--- config.mk ---
export PLATFORM = sky130hd
export DESIGN_NAME = sdfa_inf_serializer
export DESIGN_NICKNAME = d
export VERILOG_FILES = /design/src/rtl/sdfa_inf_serializer.sv
export SDC_FILE = /design/constraint.sdc
export NUM_CORES = 1
export LEC_CHECK = 0
export ABC_CLOCK_PERIOD_IN_PS = 6900
export CAP_MARGIN = 20
export CORE_AREA = 2 2 233 235
export CTS_BUF_LIST = sky130_fd_sc_hd__clkbuf_4 sky130_fd_sc_hd__clkbuf_8
export DETAILED_ROUTE_END_ITERATION = 8
export DIE_AREA = 0 0 235 237
export SETUP_SLACK_MARGIN = 0.4
export SLEW_MARGIN = 10
export SYNTH_ARGS = -nofsm -noshare
export SYNTH_HDL_FRONTEND = slang
export SYNTH_SLANG_ARGS = --single-unit
--- constraint.sdc ---
create_clock -name clk -period 6.9 [get_ports clk]
set_input_delay 1.38 -clock clk [delete_from_list [all_inputs] [get_ports clk]]
set_output_delay 1.38 -clock clk [all_outputs]
set_load 0.02 [all_outputs]
--- src/rtl/sdfa_inf_serializer.sv ---
// sdfa_inf_serializer
//
// Holds one {master, block} information word pair per layer and, on a rising
// edge of set_up_req, streams the selected layer's pair MSB-first on two
// serial lines with their own valid strobes. The block stream is shorter
// and finishes first; the master stream sets the transfer length.
//
// Build option: define SDFA_SER_PARITY_EN to append one even-parity bit
// (XOR of the word) after the LSB of each stream.
//
// Ports
//   clk              rising-edge clock
//   rst              synchronous active-high reset (clears table too)
//   cfg_we           table write strobe
//   cfg_addr         table entry written (ignored when >= NUM_LAYERS)
//   cfg_master       master word to write
//   cfg_block        block word to write
//   set_up_req       transfer request level; rising edge triggers in IDLE
//   layer_sel        entry to send (>= NUM_LAYERS sends all-zero words)
//   master_out       serial master bit, 0 outside its valid window
//   master_inf_valid qualifies master_out
//   block_out        serial block bit, 0 outside its valid window
//   block_inf_valid  qualifies block_out
//   busy             high from the first bit through the done cycle
//   send_done        one-cycle pulse after the master stream completes
module sdfa_inf_serializer #(
  parameter int NUM_LAYERS = 8,
  parameter int MASTER_W   = 29,
  parameter int BLOCK_W    = 23
) (
  input  logic                clk,
  input  logic                rst,
  input  logic                cfg_we,
  input  logic [2:0]          cfg_addr,
  input  logic [MASTER_W-1:0] cfg_master,
  input  logic [BLOCK_W-1:0]  cfg_block,
  input  logic                set_up_req,
  input  logic [2:0]          layer_sel,
  output logic                master_out,
  output logic                master_inf_valid,
  output logic                block_out,
  output logic                block_inf_valid,
  output logic                busy,
  output logic                send_done
);

`ifdef SDFA_SER_PARITY_EN
  localparam bit PAR_EN = 1'b1;
`else
  localparam bit PAR_EN = 1'b0;
`endif

  // Stream lengths in cycles, including the optional parity bit.
  localparam int LEN_M = MASTER_W + (PAR_EN ? 1 : 0);
  localparam int LEN_B = BLOCK_W + (PAR_EN ? 1 : 0);
  localparam int CNT_W = $clog2(LEN_M + 1);

  localparam logic [CNT_W-1:0] LAST_M = CNT_W'(LEN_M - 1);
  localparam logic [CNT_W-1:0] LEN_B_C = CNT_W'(LEN_B);

  typedef enum logic [1:0] {IDLE, SEND, DONE} state_t;

  state_t              state;
  logic [MASTER_W-1:0] mst_tbl [NUM_LAYERS];
  logic [BLOCK_W-1:0]  blk_tbl [NUM_LAYERS];
  // One spare LSB per shift register carries the parity bit when enabled.
  logic [MASTER_W:0]   mst_sr;
  logic [BLOCK_W:0]    blk_sr;
  logic [CNT_W-1:0]    cnt;
  logic                req_d;
  logic [MASTER_W-1:0] sel_mst;
  logic [BLOCK_W-1:0]  sel_blk;

  function automatic logic par_bit_m(input logic [MASTER_W-1:0] w);
    return PAR_EN & (^w);
  endfunction

  function automatic logic par_bit_b(input logic [BLOCK_W-1:0] w);
    return PAR_EN & (^w);
  endfunction

  // Table read; an out-of-range layer_sel matches no entry and yields zeros.
  always_comb begin
    sel_mst = '0;
    sel_blk = '0;
    for (int i = 0; i < NUM_LAYERS; i++) begin
      if (layer_sel == 3'(i)) begin
        sel_mst = mst_tbl[i];
        sel_blk = blk_tbl[i];
      end
    end
  end

  always_ff @(posedge clk) begin
    if (rst) begin
      state            <= IDLE;
      cnt              <= '0;
      req_d            <= 1'b0;
      mst_sr           <= '0;
      blk_sr           <= '0;
      master_out       <= 1'b0;
      master_inf_valid <= 1'b0;
      block_out        <= 1'b0;
      block_inf_valid  <= 1'b0;
      busy             <= 1'b0;
      send_done        <= 1'b0;
      for (int i = 0; i < NUM_LAYERS; i++) begin
        mst_tbl[i] <= '0;
        blk_tbl[i] <= '0;
      end
    end else begin
      req_d <= set_up_req;

      // Writes land at the edge, so a same-cycle launch reads the old entry.
      for (int i = 0; i < NUM_LAYERS; i++) begin
        if (cfg_we && (cfg_addr == 3'(i))) begin
          mst_tbl[i] <= cfg_master;
          blk_tbl[i] <= cfg_block;
        end
      end

      // Outputs lag the state by one edge: busy covers SEND and DONE.
      busy             <= (state != IDLE);
      send_done        <= 1'b0;
      master_out       <= 1'b0;
      master_inf_valid <= 1'b0;
      block_out        <= 1'b0;
      block_inf_valid  <= 1'b0;

      case (state)
        IDLE: begin
          if (set_up_req && !req_d) begin
            mst_sr <= {sel_mst, par_bit_m(sel_mst)};
            blk_sr <= {sel_blk, par_bit_b(sel_blk)};
            cnt    <= '0;
            state  <= SEND;
          end
        end
        SEND: begin
          master_out       <= mst_sr[MASTER_W];
          master_inf_valid <= 1'b1;
          block_out        <= blk_sr[BLOCK_W] & (cnt < LEN_B_C);
          block_inf_valid  <= (cnt < LEN_B_C);
          mst_sr           <= mst_sr << 1;
          blk_sr           <= blk_sr << 1;
          cnt              <= cnt + 1'b1;
          if (cnt == LAST_M) begin
            state <= DONE;
          end
        end
        DONE: begin
          send_done <= 1'b1;
          state     <= IDLE;
        end
        default: state <= IDLE;
      endcase
    end
  end

endmodule
==> flow_metrics.tcl <==
set metrics [dict create \
    fp.dieH_um 237 \
    synth-xor-area-share_pct 0.0416 \
    ys_ff_latch 482 \
    clock_latency_ns 0.67 \
    htreeDepth 3 \
    cap_viol_max_count 0 \
    post-route-min-period_ns 3.42 \
    cts-buffers-inserted 79 \
    gp_congestion 0.744 \
    syn_nets 1707 \
    top_usage_layer "met2" \
    ys.flop_type "edfxtp_1" \
    crit_fanout 53 \
    power_density_nw_per_um2 277 \
    p_sw_share_pct 24.4 \
    met1_usage_pct 25.7 \
    cts_setup_buffers 0 \
    dp_hpwl_um 28500 \
    drcViolationCount 0 \
    start_util_pct 39.6 \
    n_antenna_cell 0 \
    use_met3_pct 3.16 \
    drt_wl_total_um 54200 \
    drtPass1Iterations 9 \
    instances_no_fill 2447 \
    critPathLaunchType "input port" \
    p_int_w 0.00503 \
    viasPerCell 5.67 \
    track_usage_pct 19.4 \
    grt_max_degree 110 \
    setup_tns_ns 0 \
    cts.clk_slew.worst_paths_ns 0.05 \
    fin_nets 1750 \
    synthSimpleGateAreaFrac_pct 9.61 \
    synth_top_family_by_area "compound AO/OA/AOI/OAI gates" \
    tightestPinTransition_ns 1.16 \
    power.leakage_nw 8.43 \
    placed_cell_area_um2 22300 \
    p_switching_w 0.00162 \
    hold_buffers 0 \
    fillers 4820 \
    cts_buffer_depth 3 \
    yosysWarnings 0 \
    status "complete, no violations" \
    core_um2 53300 \
    synth_area_leaders "edfxtp_1 59%, dfxtp_1 6.3%, nor2_1 6.1%" \
    cts_resized 0 \
    num_vias 13900 \
    crit_arrival_ns 3.60 \
    synth-adder-area-share_pct 0.119 \
    hold_class "flip-flop to flip-flop" \
    grt-ovfl-total 0 \
    slew_headroom_pct 22.7 \
    clock_power_share_pct 39.0 \
    die_w_um 235 \
    cts-root-buf "clkbuf_8" \
    dieArea_um2 55700 \
    drt_iter0_drc 1267 \
    grt_pass1_vias 14400 \
    fin_crit_sh_pct 49.6 \
    cts_sinks 482 \
    synth_top_cell_by_area "edfxtp_1" \
    numPlacedInstances 2300 \
    fin_area_um2 24000 \
    wl_per_cell_um 22.1 \
    grt_first_pass_wirelength_um 83200 \
    port_buffers 67 \
    avgSynthCellArea_um2 12.8 \
    critical_path_class "input port to flip-flop" \
    row_count 85 \
    final.setup_skew_ns 0.0304 \
    seq_area_frac_synth_pct 65.5 \
    syn_to_final_growth_pct 13.9 \
    postRouteAntennaNets 0 \
    drive_above_1_share_pct 17.5 \
    rsz0062_at_grt "no" \
    irDropWorstVdd_mv 0.134 \
    grt_use_met2_pct 32.5 \
    ios 68 \
    synth_mux_area_share_pct 9.56 \
    async_flop_share_pct 0 \
    drv_slew 0 \
    cts_tree "done" \
    combPwrFrac_pct 9.1 \
    synth_edf_count 416 \
    synth_cells 1643 \
    endpoint_kind "flip-flop" \
    finalSetupViolations 0 \
    worst_ep_required_time_ns 7.08 \
    fmax_mhz 292 \
    netlist.area_leader.share_pct 59.3 \
    seq_power_share_pct 51.9 \
    synth_compound_area_share_pct 11.5 \
    hold_viol_final 0 \
    antenna_found_initial 0 \
    syn-cell-area_um2 21100 \
    ys_types 48 \
]
-- worst max-delay path, cell delays in order --
cell             delay (ns)
clkdlybuf4s50_1        0.51
nor2b_1                0.24
nand3b_1               0.12
buf_4                  0.63
nand2_4                0.68
-- flip-flops by register name (all words and copies together) (netlist names) --
register and flops:
mst_tbl 232, state 2, block_inf_valid 1, cnt 5, send_done 1, req_d 1
master_inf_valid 1, blk_sr 23, blk_tbl 184, master_out 1, busy 1, mst_sr 29
block_out 1
-- cells in the final DEF, fill, tap and decap left out, types with 3 or more instances in the layout --
master           instances
o2111ai_1                6
nand2_2                  3
a21oi_1                  7
nor2b_1                 49
a21oi_2                 31
mux2_2                  65
dfxtp_1                 66
clkinv_2                 4
a222oi_1                32
inv_1                   55
a22oi_1                 41
mux2i_1                108
nand2_1                 61
nand3_2                  3
a211oi_1                12
o21ai_0                  8
edfxtp_1               416
nor2_1                 343
mux4_2                   9
nand2b_1                 3
nand2_4                  6
a221oi_2                 7
o21ai_1                 31
o32a_1                   6
clkbuf_8                93
clkdlybuf4s50_1         63
clkinvlp_4               4
buf_4                   22
nand4_1                  3
clkinv_1                16
clkbuf_4                25
o22ai_1                 45
a221oi_1                57
o21ba_2                 12
a211oi_2                 3
-- final cells by class --
cell class	instances	area [um2]	area share (%)
sequential	482	13800	57.5
tap	696	871	3.63
multi-input combinational	977	6600	27.5
timing repair buffer	90	860	3.58
inverter	56	210	0.876
clock inverter	29	199	0.829
clock buffer	117	1450	6.06
-- cell usage after synthesis (all sizes together) (41+ instances only) --
master,count
nor2b,50
edfxtp,416
o22ai,45
nand2,70
a221oi,64
mux2i,108
a22oi,41
inv,55
dfxtp,66
clkbuf,89
mux2,65
nor2,345
-- through the flow --
stage	utilization [%]	power, W	worst slack, ns	hold WS, ns
global route	45.1	0.00687	3.35	0.534
floorplan	-	0.00390	3.27	0.453
global placement	41.9	0.00410	2.38	0.483
detailed placement	41.9	0.00412	2.38	0.504
CTS	45.0	0.00669	3.07	0.512
finish	45.1	0.00665	3.48	0.511
-- power by group through the flow --
stage	registers [W]	clock network [W]	logic (W)
floorplan	0.00349	0	0.000406
global placement	0.00350	0	0.000594
detailed placement	0.00351	0	0.000605
CTS	0.00345	0.00262	0.000608
global route	0.00347	0.00274	0.000655
finish	0.00345	0.00259	0.000604
-- final timing paths --
kind,depth (start not counted),end,slack [ns],from
hold reg to reg,1,master_out,0.51,mst_sr[29]
setup reg to reg,4,blk_sr[13],4.46,state[0]
hold / removal,1,master_out,0.51,mst_sr[29]
setup / recovery,5,blk_tbl[0][64],3.48,cfg_we
-- cell families (layout without fill, tap and decap cells) --
family / count (synthesis) / in the layout
adder cells (fa/ha/maj): 2 / 2
AO/OA/AOI/OAI: 304 / 304
flip-flops: 482 / 482
buffers and inverters: 184 / 292
multiplexers: 182 / 182
XOR/XNOR: 1 / 1
AND/OR/NAND/NOR: 488 / 488
-- routing by layer --
metal | share of wire (%) | up-vias | wire (um)
met5 | 0 | - | 0
met4 | 2.0 | 0 | 1100
met3 | 5.2 | 80 | 2840
met2 | 48 | 450 | 26000
met1 | 45 | 7112 | 24200
li1 | - | 6233 | -
Note: power is estimated with default switching activity, not from simulation.
